[config.mk]
export PLATFORM = sky130hd
export DESIGN_NAME = mem_access_unit
export DESIGN_NICKNAME = d
export VERILOG_FILES = /design/src/rtl/mem_access_unit.sv
export SDC_FILE = /design/constraint.sdc
export NUM_CORES = 1
export LEC_CHECK = 0
export CORE_MARGIN = 4
export CORE_UTILIZATION = 55
export CTS_CLUSTER_DIAMETER = 30
export DETAILED_ROUTE_END_ITERATION = 16
export DONT_BUFFER_PORTS = 1
export PLACE_DENSITY = 0.73
export SYNTH_ARGS = -nofsm -noshare
export SYNTH_HDL_FRONTEND = slang
export SYNTH_SLANG_ARGS = --single-unit
[constraint.sdc]
create_clock -name Clock -period 1.7 [get_ports Clock]
set_clock_uncertainty 0.1 [all_clocks]
set_input_delay 0.255 -clock Clock [delete_from_list [all_inputs] [get_ports Clock]]
set_output_delay 0.255 -clock Clock [all_outputs]
set_load 0.02 [all_outputs]
[src/rtl/mem_access_unit.sv]
// ============================================================================
//  Module      : mem_access_unit
//  Description : Byte-serial memory access sequencer. Accepts a 16-bit word
//                address and read/write command, performs two byte transfers
//                over a req/ack memory port (low byte at Addr, high byte at
//                Addr+1, little-endian) and returns the assembled read word
//                with a one-cycle Done pulse.
//  Options     : MAU_TIMEOUT_EN - enables the per-byte MemAck watchdog
//                (TIMEOUT cycles); when undefined Err is tied low.
//  Revision    : 1.0 - initial release
// ============================================================================
`default_nettype none

module mem_access_unit #(
    parameter int TIMEOUT = 15
) (
    input  logic        Clock,
    input  logic        Reset,
    input  logic [15:0] Addr,
    input  logic [15:0] WData,
    input  logic        Start,
    input  logic        Write,
    output logic        Busy,
    output logic        Done,
    output logic [15:0] RData,
    output logic        Err,
    output logic [15:0] MemAddr,
    output logic [7:0]  MemWData,
    output logic        MemReq,
    output logic        MemWr,
    input  logic [7:0]  MemRData,
    input  logic        MemAck
);

    typedef enum logic [1:0] {
        S_IDLE = 2'd0,
        S_LO   = 2'd1,
        S_HI   = 2'd2,
        S_DONE = 2'd3
    } state_t;

    state_t      state_q,     state_d;
    logic [15:0] mem_addr_q,  mem_addr_d;
    logic [7:0]  mem_wdata_q, mem_wdata_d;
    logic [7:0]  wdata_hi_q,  wdata_hi_d;
    logic [7:0]  lo_byte_q,   lo_byte_d;
    logic [15:0] rdata_q,     rdata_d;
    logic        write_q,     write_d;
    logic        w_in_xfer;

`ifdef MAU_TIMEOUT_EN
    localparam int CNT_W = (TIMEOUT < 2) ? 1 : $clog2(TIMEOUT + 1);
    // Abort happens on the edge that closes the TIMEOUT-th wait cycle.
    localparam logic [CNT_W-1:0] CNT_LAST = CNT_W'(TIMEOUT - 1);

    logic [CNT_W-1:0] cnt_q, cnt_d;
    logic             err_q, err_d;
`else
    logic unused_timeout;
    assign unused_timeout = (TIMEOUT > 0);
`endif

    assign w_in_xfer = (state_q == S_LO) || (state_q == S_HI);

    // Outputs are decoded from registered state only; nothing from MemAck/MemRData reaches them combinationally.
    assign Busy     = w_in_xfer;
    assign MemReq   = w_in_xfer;
    assign MemWr    = w_in_xfer & write_q;
    assign Done     = (state_q == S_DONE);
    assign RData    = rdata_q;
    assign MemAddr  = mem_addr_q;
    assign MemWData = mem_wdata_q;
`ifdef MAU_TIMEOUT_EN
    assign Err      = err_q;
`else
    assign Err      = 1'b0;
`endif

    // Next-state and datapath: command latch, byte sequencing and read-word assembly.
    always_comb begin
        state_d     = state_q;
        mem_addr_d  = mem_addr_q;
        mem_wdata_d = mem_wdata_q;
        wdata_hi_d  = wdata_hi_q;
        lo_byte_d   = lo_byte_q;
        rdata_d     = rdata_q;
        write_d     = write_q;
`ifdef MAU_TIMEOUT_EN
        cnt_d       = cnt_q;
        err_d       = err_q;
`endif
        case (state_q)
            S_IDLE: begin
                if (Start) begin
                    state_d     = S_LO;
                    mem_addr_d  = Addr;
                    mem_wdata_d = WData[7:0];
                    wdata_hi_d  = WData[15:8];
                    write_d     = Write;
`ifdef MAU_TIMEOUT_EN
                    cnt_d       = '0;
                    err_d       = 1'b0;
`endif
                end
            end
            S_LO: begin
                if (MemAck) begin
                    state_d     = S_HI;
                    // Addition wraps modulo 2^16, so 0xFFFF is followed by 0x0000.
                    mem_addr_d  = mem_addr_q + 16'd1;
                    mem_wdata_d = wdata_hi_q;
                    if (!write_q) begin
                        lo_byte_d = MemRData;
                    end
`ifdef MAU_TIMEOUT_EN
                    cnt_d       = '0;
`endif
                end
`ifdef MAU_TIMEOUT_EN
                else if (cnt_q == CNT_LAST) begin
                    state_d = S_DONE;
                    err_d   = 1'b1;
                end else begin
                    cnt_d = cnt_q + CNT_W'(1);
                end
`endif
            end
            S_HI: begin
                if (MemAck) begin
                    state_d = S_DONE;
                    if (!write_q) begin
                        rdata_d = {MemRData, lo_byte_q};
                    end
`ifdef MAU_TIMEOUT_EN
                    cnt_d   = '0;
`endif
                end
`ifdef MAU_TIMEOUT_EN
                else if (cnt_q == CNT_LAST) begin
                    state_d = S_DONE;
                    err_d   = 1'b1;
                end else begin
                    cnt_d = cnt_q + CNT_W'(1);
                end
`endif
            end
            S_DONE: begin
                state_d = S_IDLE;
            end
            default: begin
                state_d = S_IDLE;
            end
        endcase
    end

    // State and datapath registers; reset is asynchronous so MemReq drops without a clock.
    always_ff @(posedge Clock or negedge Reset) begin
        if (!Reset) begin
            state_q     <= S_IDLE;
            mem_addr_q  <= 16'h0000;
            mem_wdata_q <= 8'h00;
            wdata_hi_q  <= 8'h00;
            lo_byte_q   <= 8'h00;
            rdata_q     <= 16'h0000;
            write_q     <= 1'b0;
`ifdef MAU_TIMEOUT_EN
            cnt_q       <= '0;
            err_q       <= 1'b0;
`endif
        end else begin
            state_q     <= state_d;
            mem_addr_q  <= mem_addr_d;
            mem_wdata_q <= mem_wdata_d;
            wdata_hi_q  <= wdata_hi_d;
            lo_byte_q   <= lo_byte_d;
            rdata_q     <= rdata_d;
            write_q     <= write_d;
`ifdef MAU_TIMEOUT_EN
            cnt_q       <= cnt_d;
            err_q       <= err_d;
`endif
        end
    end

endmodule

`default_nettype wire

; ---- Yosys cells after proc, flatten, opt, wreduce, memory -nomap -nowiden
; Index checks and enable logic that the tools add are counted.
[totals]
reg_bits = 59
latch_bits = 0
ram_bits = 0
mem_bits_ro = 0
in_bits = 45
output_inout_bits = 45
wordCells = 34
n_memories = 0
[classes]
add_sub_neg = 1
mul = 0
div_mod_pow = 0
order_cmp = 0
eq_ne = 6
shift = 0
mux = 10
n_bitwise = 2
n_reduce_logical = 8
[ops]
columns = operator, count
row1 = $mux 16, 2
row2 = $pmux 16 s2, 1
row3 = $add 16x1->16 const B, 1
row4 = $mux 8, 2
row5 = $pmux 8 s2, 1
row6 = $reduce_and 3->1, 4
row7 = $pmux 2 s4, 1
row8 = $mux 2, 3
row9 = $ne 2x2->1 const B, 3
row10 = $eq 2x2->1 const B, 2
row11 = $eq 2x1->1 const B, 1
row12 = $logic_not 2->1, 1
row13 = $reduce_and 2->1, 1
row14 = $reduce_bool 2->1, 1
row15 = $and 1x1->1, 1
row16 = $logic_or 1x1->1, 1
row17 = $not 1->1, 1

; ---- Logic depth before layout (Yosys ltp)
[depth]
word_depth = 3
depth_mapped = 7

; ---- Worst setup path before layout
; OpenSTA, ideal clock, no wires.
[synth_timing]
kind = flip-flop to flip-flop
startpoint = register mem_addr_q[0], in the netlist MemAddr[0]
endpoint = register mem_addr_q[12], in the netlist MemAddr[12]
setup_ns = 0.069
arrival_ns = 1.868
slack_ns = -0.337
path_stages_with_launch = 6
path_cell_list = dfrtp_1 > ha_1 > nand3_2 > or4_1 > or4_1 > nand3_1
[synth_via]
elab_chain_len = 3
[synth_lines]
columns = item, line
row1 = "start, declared", 43  ; logic [15:0] mem_addr_q, mem_addr_d;
row2 = "start signal, assigned", 172  ; mem_addr_q <= mem_addr_d;
row3 = $add 16x1->16, 110  ; mem_addr_d = mem_addr_q + 16'd1;
row4 = $mux 16, 107  ; if (MemAck) begin
row5 = $pmux 16 s2, 92  ; case (state_q)
; No other way between the ends. The select of a mux whose other input is x is not followed.
; A chain may end at the register's enable or synchronous reset.

; ---- Final worst setup path
; Ends and elaborated chain as after synthesis.

==> run metrics <==
status finished, violations left; failing checks hold timing, setup timing; Die Y 79.7 um; worst vdd ir 0.00133 V; startpoint types flop; Setup Crit Path Kind flop to flop; grt total ovfl 0; Sequential Power Share a little over a third; P_int 5020 uW; ANT nets after route 0; dominant cell type by area after synthesis dfrtp_1; initial antenna violation count 0; Worst Setup End Kind flop; synth unique cells 43; Setup Slack @ Placement -0.126 ns; area of the core roughly 4800 um^2; die area 6350 um^2; crit path time final 1.76 ns; Worst EP arrival 1.92 ns; cell breakdown of the critical path ha_4, nand3_4, or4_4, or4_4, nand3_2; NumNets Final 372; Post-synth EDFFs 0; Max Buffers Root-to-Sink 2; Max Fclk ~570 MHz; max incr delay on CP 0.43 ns; yosys warns 0; max cap viols 0; Fillers 304; Mapped Nets 300; vias per cell 5.83; worst-skew pair later-pin latency 0.33 ns; Leakage 0.00169 uW; TritonCTS clock tree built; gr usage total 23.1%; Sink Count between 50 and 60; sw frac roughly two fifths; Hold WS -0.487 ns; Buffers on Ports 0; Hold Fails Final Rpt 59; Critical Path RT 1.86 ns; vias in the first global route around 2,300; detailed placer's ending HPWL 4.78 mm; final setup violation count 10; layout cells sized above 1 43.9%; Hold/Removal Path Class input port to async pin; Iter 0 DRT Violations around 250; Crit-path slowest cell or4_4; DR WL/cell ~18 um; final worst slack -0.0604 ns; share of async-settable or async-resettable flops after synthesis 100%; syn avg cell area approximately 11 um^2; Top FF cell, synth dfrtp_1; Clock transition at path regs 0.07 ns; sequential area share after synthesis 52.2%; Initial Utilization 58.3%; RSZ-0062 raised after global routing yes; FF+latch count, synth 59; TritonCTS buffer count 9; H-tree Lvls 3; crit-path max FO 4; combinational share of power between 40% and 50%; Antenna Cells 0; first-pass GRT wire length between 10 and 15 mm; DIE WIDTH approximately 80 um; cell count after synthesis 249; Crit path top cell by count or4_4; Ports 90; pwr/cell area 2170 nW/um^2; Vias 2,291; DRT Pass-1 Iters 5; CTS Hold Bufs 23; synth top area cells dfrtp_1 52%, mux2_2 14%, nand2_1 3.7%; row cnt 25; area added between synthesis and finish 38.5%; total wire length 7.20 mm; switching power 3490 uW; largest net degree at the start of global routing 60; Residual DRC 0; setup TNS -0.322 ns; fin. max-slew vios 0; share of the synthesized area in the top cell type 52.2%; Reg2Reg Setup Slack -0.06 ns; GPL Wtd Cong a little under 0.9; Post-Syn Area 2830 um^2; part of the power in the clock network ~17%; Clock Tree Root clkbuf_8; fin crit share 104%
critical path: cells and delay by family (launching register included):
family | cells | cell delay (ns)
simple gates | 4 | 1.04
flops | 1 | 0.41
fa+ha+maj | 1 | 0.16
sequential cells by signal, indices dropped and copies added, names as in the netlist:
register    flops
MemAddr        16
MemWData        8
RData          16
lo_byte_q       8
state_q         2
wdata_hi_q      8
write_q         1
through the flow:
stage	std cells	util, %	cell area [um^2]	total power [uW]
6_report	393	80.7	3910	8500
4_1_cts	388	77.7	3770	8020
3_5_place_dp	348	67.0	3250	6400
2_1_floorplan	249	-	2870	5170
3_3_place_gp	348	67.0	3250	6250
5_1_grt	393	80.7	3910	9010
power groups by stage:
stage / Sequential, uW / Clock [uW] / Combinational (uW)
after CTS: 3020 / 1430 / 3570
after detailed placement: 3030 / 0 / 3380
final: 3030 / 1410 / 4060
after global placement: 2990 / 0 / 3260
after global routing: 3120 / 1500 / 4390
after floorplan: 3160 / 0 / 2000
final timing paths:
kind                                       endpoint                      from  cells past startpoint
max                         MemAddr[12]$_DFFE_PN0P_    MemAddr[0]$_DFFE_PN0P_                      5
min                          MemAddr[6]$_DFFE_PN0P_                     Reset                      0
max reg2reg                 MemAddr[12]$_DFFE_PN0P_    MemAddr[0]$_DFFE_PN0P_                      5
min reg2reg                lo_byte_q[0]$_DFFE_PN0P_  lo_byte_q[0]$_DFFE_PN0P_                      1
max in group asynchronous    state_q[0]$_DFFE_PN0P_                     Reset                      0
min in group Clock          MemAddr[15]$_DFFE_PN0P_                  Addr[15]                      2
logic make-up after synthesis:
family	count (synthesis)	share of synthesized area (%)
simple gates	82	15.2
flops	59	52.2
mux	44	17.1
compound gates	39	9.92
buf+inv	18	2.74
fa+ha+maj	6	2.66
other cells	1	0.133
layout make-up:
cell class                 instances  area, um^2  share of cell area (%)
sequential                        59        1490                    38.0
tap                               67        83.8                    2.14
clock buffer                      10         138                    3.52
multi-input combinational        172        1420                    36.3
timing repair buffer              72         669                    17.1
inverter                           7        26.3                   0.671
clock inverter                     6        88.8                    2.27
routing by layer:
metal	track usage [%]	vias up	share of wire, %
met1	29.4	1103	40
met5	0	-	0
li1	-	1052	-
met3	6.66	15	8.7
met2	37.2	121	49
met4	8.76	0	2.2
placed cells by master (no fill, tap or decap), drive strengths merged, types with 2 or more instances in the layout:
cell type | Yosys | routed
o311ai | 2 | 2
a2bb2oi | 3 | 3
dlygate4sd3 | 0 | 23
o21ai | 12 | 12
nor3 | 7 | 7
nand4b | 4 | 4
clkbuf | 6 | 11
mux2i | 9 | 9
nand2 | 28 | 28
mux2 | 35 | 35
ha | 6 | 6
dfrtp | 59 | 59
bufinv | 0 | 2
and4 | 2 | 2
or4 | 2 | 2
o22a | 2 | 2
clkinvlp | 0 | 2
nand2b | 4 | 4
o22ai | 2 | 2
a21oi | 4 | 4
inv | 7 | 7
nor2 | 10 | 10
buf | 5 | 48
o311a | 2 | 2
clkinv | 0 | 2
nand4 | 7 | 7
nand3 | 12 | 12
nor4 | 4 | 4
repair_timing:
action / 4_1_cts / 5_1_grt
endpoints found under the hold margin: 90 / 59
gates cloned: 0 / 1
setup endpoints to repair: 18 / 43
gates resized for setup: 13 / 38
pin swaps: 1 / 10
buffers inserted: 1 / 4
synth_stat cells, types with 2 or more instances:
cell        n
mux2_2     35
ha_1        6
o311ai_0    2
nand3_1    10
nor3_1      7
buf_2       2
nand4_1     7
a21oi_1     4
dfrtp_1    59
nand2b_1    4
o22a_1      2
inv_1       7
clkbuf_1    6
o311a_1     2
nor2_1     10
or4_1       2
nor4_1      4
a2bb2oi_1   3
nand4b_1    4
buf_4       2
o22ai_1     2
mux2i_1     9
nand2_1    28
and4_1      2
o21ai_0    12
No activity file was read; power rests on OpenSTA's default activity.
